### src/rtl/ins_fetch_ctrl.sv
// Instruction-fetch sequencer: issues four big-endian byte reads per instruction,
// assembles the word and presents it to decode over a valid/ready handshake.
module ins_fetch_ctrl #(
  parameter logic [31:0] RESET_PC = 32'h0000_0000,
  parameter int          TIMEOUT  = 16
) (
  input  logic        CLK,
  input  logic        Reset,
  input  logic        fetch_en,
  input  logic        pc_wr,
  input  logic [31:0] pc_in,
  output logic        mem_req,
  output logic [31:0] mem_addr,
  input  logic [7:0]  mem_rdata,
  input  logic        mem_ack,
  output logic [31:0] inst,
  output logic [31:0] pc_out,
  output logic        inst_valid,
  input  logic        inst_ready,
  output logic        misalign_err,
  output logic        bus_err,
  output logic        busy
);
  localparam int WW = $clog2(TIMEOUT + 1);

  typedef enum logic [1:0] {IDLE, FETCH, VALID, ERR} state_t;

  state_t        state;
  logic [31:0]   pc;
  logic [1:0]    byte_cnt;
  logic [WW-1:0] wait_cnt;
  logic [31:0]   nxt_pc;

  // Address of the next instruction once decode takes the current one.
  assign nxt_pc = pc_wr ? pc_in : pc + 32'd4;

  always_ff @(posedge CLK or negedge Reset) begin
    if (!Reset) begin
      state        <= IDLE;
      pc           <= RESET_PC;
      byte_cnt     <= 2'd0;
      wait_cnt     <= '0;
      inst         <= 32'd0;
      pc_out       <= RESET_PC;
      mem_req      <= 1'b0;
      mem_addr     <= 32'd0;
      inst_valid   <= 1'b0;
      misalign_err <= 1'b0;
      bus_err      <= 1'b0;
      busy         <= 1'b0;
    end else begin
      case (state)
        IDLE: begin
          if (pc_wr) begin
            pc <= pc_in;
          end else if (fetch_en && pc[1:0] != 2'b00) begin
            state        <= ERR;
            misalign_err <= 1'b1;
          end else if (fetch_en) begin
            state    <= FETCH;
            byte_cnt <= 2'd0;
            wait_cnt <= '0;
            mem_req  <= 1'b1;
            mem_addr <= pc;
            busy     <= 1'b1;
          end
        end
        FETCH: begin
          if (pc_wr) begin
            // Redirect wins over any ack landing in the same cycle.
            state    <= IDLE;
            pc       <= pc_in;
            mem_req  <= 1'b0;
            busy     <= 1'b0;
            byte_cnt <= 2'd0;
          end else if (mem_req && mem_ack) begin
            inst[8*(3-byte_cnt) +: 8] <= mem_rdata;
            byte_cnt <= byte_cnt + 2'd1;
            wait_cnt <= '0;
            if (byte_cnt == 2'd3) begin
              state      <= VALID;
              mem_req    <= 1'b0;
              inst_valid <= 1'b1;
              pc_out     <= pc;
              busy       <= 1'b0;
            end else begin
              mem_addr <= pc + {30'd0, byte_cnt + 2'd1};
            end
          end else if (wait_cnt == WW'(TIMEOUT - 1)) begin
            state   <= ERR;
            mem_req <= 1'b0;
            bus_err <= 1'b1;
            busy    <= 1'b0;
          end else begin
            wait_cnt <= wait_cnt + 1'b1;
          end
        end
        VALID: begin
          if (inst_ready) begin
            inst_valid <= 1'b0;
            pc         <= nxt_pc;
            if (fetch_en && !pc_wr && nxt_pc[1:0] == 2'b00) begin
              state    <= FETCH;
              byte_cnt <= 2'd0;
              wait_cnt <= '0;
              mem_req  <= 1'b1;
              mem_addr <= nxt_pc;
              busy     <= 1'b1;
            end else begin
              state <= IDLE;
            end
          end else if (pc_wr) begin
            inst_valid <= 1'b0;
            pc         <= pc_in;
            state      <= IDLE;
          end
        end
        ERR: begin
          mem_req    <= 1'b0;
          inst_valid <= 1'b0;
          if (pc_wr) begin
            pc           <= pc_in;
            misalign_err <= 1'b0;
            bus_err      <= 1'b0;
            state        <= IDLE;
          end
        end
        default: state <= IDLE;
      endcase
    end
  end
endmodule

### config.mk
export PLATFORM = sky130hd
export DESIGN_NAME = ins_fetch_ctrl
export DESIGN_NICKNAME = d
export VERILOG_FILES = /design/src/rtl/ins_fetch_ctrl.sv
export SDC_FILE = /design/constraint.sdc
export NUM_CORES = 1
export LEC_CHECK = 0
export BUFFER_PORTS_ARGS = -buffer_cell sky130_fd_sc_hd__buf_2
export CELL_PAD_IN_SITES_DETAIL_PLACEMENT = 0
export CELL_PAD_IN_SITES_GLOBAL_PLACEMENT = 2
export CORE_MARGIN = 2
export CORE_UTILIZATION = 37
export DETAILED_ROUTE_END_ITERATION = 10
export PLACE_DENSITY = 0.88
export SLEW_MARGIN = 15
export SYNTH_ARGS = -nofsm -noshare
export SYNTH_HDL_FRONTEND = slang
export SYNTH_SLANG_ARGS = --single-unit
export TNS_END_PERCENT = 100
### constraint.sdc
create_clock -name CLK -period 8 [get_ports CLK]
set_clock_uncertainty 0.15 [all_clocks]
set_input_delay 1.6 -clock CLK [delete_from_list [all_inputs] [get_ports CLK]]
set_output_delay 1.6 -clock CLK [all_outputs]
set_load 0.03 [all_outputs]
==> results.py <==
metrics = {
    "worst_setup_path": {
        "crit_fanout": 67,
        "r2r_start": "state[1]",
        "r2r_cells": 7,
        "arrival_ns": 4.37,
        "end_kind": "flop",
        "r2r_setup_slack_ns": 4.34,
        "crit_required_ns": 8.15,
        "critPathKind": "input port to flop",
        "r2r-end": "pc_out[19]",
        "cp-start-kind": "input port",
    },
    "synth": {
        "synth_ff_type": "dfrtp_1",
        "yosys_warnings": 0,
        "syn_avg_cell_area_um2": 8.94,
        "netlist_area_mm2": 0.00822,
        "synth_seq_cells": 142,
        "ys_types": 60,
        "async_flop_share_pct": 100,
        "ys_seq_area_share_pct": 43.2,
        "synth-edff-count": 0,
        "synth_nets": 981,
        "syn_inst": 919,
    },
    "clock_network": {
        "cts_made_buffers": 17,
        "cts_tree": "yes",
        "insertion_delay_ns": 0.44,
        "postCtsSetupBuffers": 0,
        "clk_path_buf_depth": 2,
        "clkTransAtPathRegs_ns": 0.07,
        "cts_resized": 0,
        "cts_htree_levels": 4,
        "cts_root_buf": "clkbuf_16",
        "holdBufCountCts": 0,
        "clkSinkCount": 142,
    },
    "status": {
        "status": "complete, no violations",
    },
    "global_routing": {
        "grt_pass1_vias": 6912,
        "overflow": 0,
        "grt_antenna_before_repair": 0,
        "grt_max_degree": 83,
        "track_usage_pct": 21.0,
        "grt_pass1_wl_um": 39500,
    },
    "timing": {
        "timing.fmax_mhz": 237,
        "setup_viol": 0,
        "final.setup.tns_ns": 0,
        "hold_violations": 0,
        "worst_pin_slew_ns": 0.987,
        "slew_viol_final": 0,
        "relSlewSlack_pct": 34.0,
        "rsz0062_at_grt": "false",
        "post-route-period-util_pct": 52.7,
        "period_needed_ns": 4.22,
    },
    "floorplanning": {
        "num_io_pins": 147,
        "initial_utilization_pct": 37.7,
        "num_rows": 54,
        "dieHeight_um": 153,
        "core_area_mm2": 0.0218,
        "die_w_um": 153,
        "dieArea_mm2": 0.0234,
    },
    "final_layout": {
        "fin_area_mm2": 0.00963,
        "final_cell_mix": "buf_2 (145), dfrtp_1 (142), nand2_1 (134), o21ai_0 (84), nor2_1 (51)",
        "fill_cells": 2206,
        "layout_commonest_cell": "buf_2",
        "antennaDiodeCount": 0,
        "nNetsFinal": 1075,
        "drive_above_1_share_pct": 22.6,
        "area_growth_pct": 17.1,
    },
    "placed_design": {
        "hpwl_um": 16300,
        "placed_area_mm2": 0.00905,
        "gp_congestion": 0.836,
        "portBuffers": 146,
    },
    "routing": {
        "drc": 0,
        "ant_nets": 0,
        "drt_first_iter_violations": 453,
        "totalWireLength_um": 24500,
        "drt_first_pass_iters": 5,
        "viasPerCell": 5.46,
        "num_vias": 7133,
        "drt-wirelength-per-cell_um": 18.7,
    },
    "worst_hold_path": {
        "whs_path_depth": 2,
        "worstHoldEndpoint": "inst[24]",
        "holdCritStartpoint": "inst[24]",
        "hold_class": "flop to flop",
    },
    "power": {
        "powerDensity_mw_per_mm2": 318,
        "leakage_nw": 4.30,
        "ir_worst_vdd_uv": 291,
    },
    "run": {
        "drv_cap": 0,
    },
}
-- routing by layer --
metal / wire length [µm] / vias to the layer above / share of wire [%] / track usage (%)
met1: 11700 / 3475 / 48 / 30.6
li1: - / 3444 / - / -
met2: 11400 / 194 / 47 / 32.7
met3: 1110 / 20 / 4.5 / 3.43
met4: 242 / 0 / 0.99 / 5.42
met5: 0 / - / 0 / 0
-- Yosys cell counts, drive strengths merged (25+ instances only) --
cell type / number / area (µm²)
nand2b: 25 / 156
dfrtp: 142 / 3550
nor3: 31 / 160
a21oi: 30 / 150
nor2: 51 / 191
clkbuf: 55 / 206
o21ai: 86 / 430
buf: 25 / 136
nand2: 134 / 503
nand3: 27 / 145
xnor2: 29 / 254
mux2: 37 / 417
-- critical path, stage by stage --
cell and delay [ns]:
buf_2 0.10, buf_4 0.33, or4b_1 0.61, a21oi_1 0.40, o221ai_4 0.26, buf_4 0.40, or2_2 0.41, a21oi_1 0.13
a221oi_1 0.08
-- cell families after synthesis --
kind of cell	count (synthesis)	synth area share, %
AND/OR/NAND/NOR	336	19.8
multiplexers	39	5.31
flip-flops	142	43.2
buffers and inverters	99	5.04
adder cells (fa/ha/maj)	16	2.53
XOR/XNOR	53	5.65
AO/OA/AOI/OAI	234	18.5
-- worst max path at each step --
stage | start | slack [ns] | endpoint
after detailed placement | pc_wr | 3.34 | mem_addr[20]
final | pc_wr | 3.78 | mem_addr[20]
after CTS | pc_wr | 3.78 | mem_addr[20]
after floorplan | pc_wr | 4.59 | mem_addr[25]
after global placement | pc_wr | 3.38 | mem_addr[20]
after global routing | pc_wr | 3.55 | mem_addr[20]
-- report_power, final --
part	switching [W]	leakage [nW]	internal (W)
Combinational	0.000886	2.20	0.000408
Clock	0.000357	0.281	0.000438
Sequential	0.000117	1.82	0.000860
-- registers in the layout, summed over array words and instances (netlist names) --
signal,flops
mem_addr,32
state,2
bus_err,1
wait_cnt,5
pc,32
mem_req,1
busy,1
pc_out,32
byte_cnt,2
inst,32
inst_valid,1
misalign_err,1
-- cell type report --
cell class / instances / area, µm² / area share [%]
inverter: 19 / 71.3 / 0.741
timing repair buffer: 155 / 805 / 8.36
tap: 280 / 350 / 3.64
multi-input combinational: 678 / 4270 / 44.4
sequential: 142 / 3550 / 36.9
clock inverter: 15 / 150 / 1.56
clock buffer: 17 / 425 / 4.42
-- through the flow --
step	hold WS (ns)	worst slack (ns)	util [%]	cells	power, W
2_1_floorplan	0.299	4.59	-	919	0.00188
3_3_place_gp	0.308	3.38	41.5	1274	0.00227
3_5_place_dp	0.315	3.34	41.5	1274	0.00229
4_1_cts	0.330	3.78	44.1	1306	0.00309
5_1_grt	0.353	3.55	44.1	1306	0.00328
6_report	0.321	3.78	44.1	1306	0.00307
Note: power is estimated with default switching activity, not from simulation.
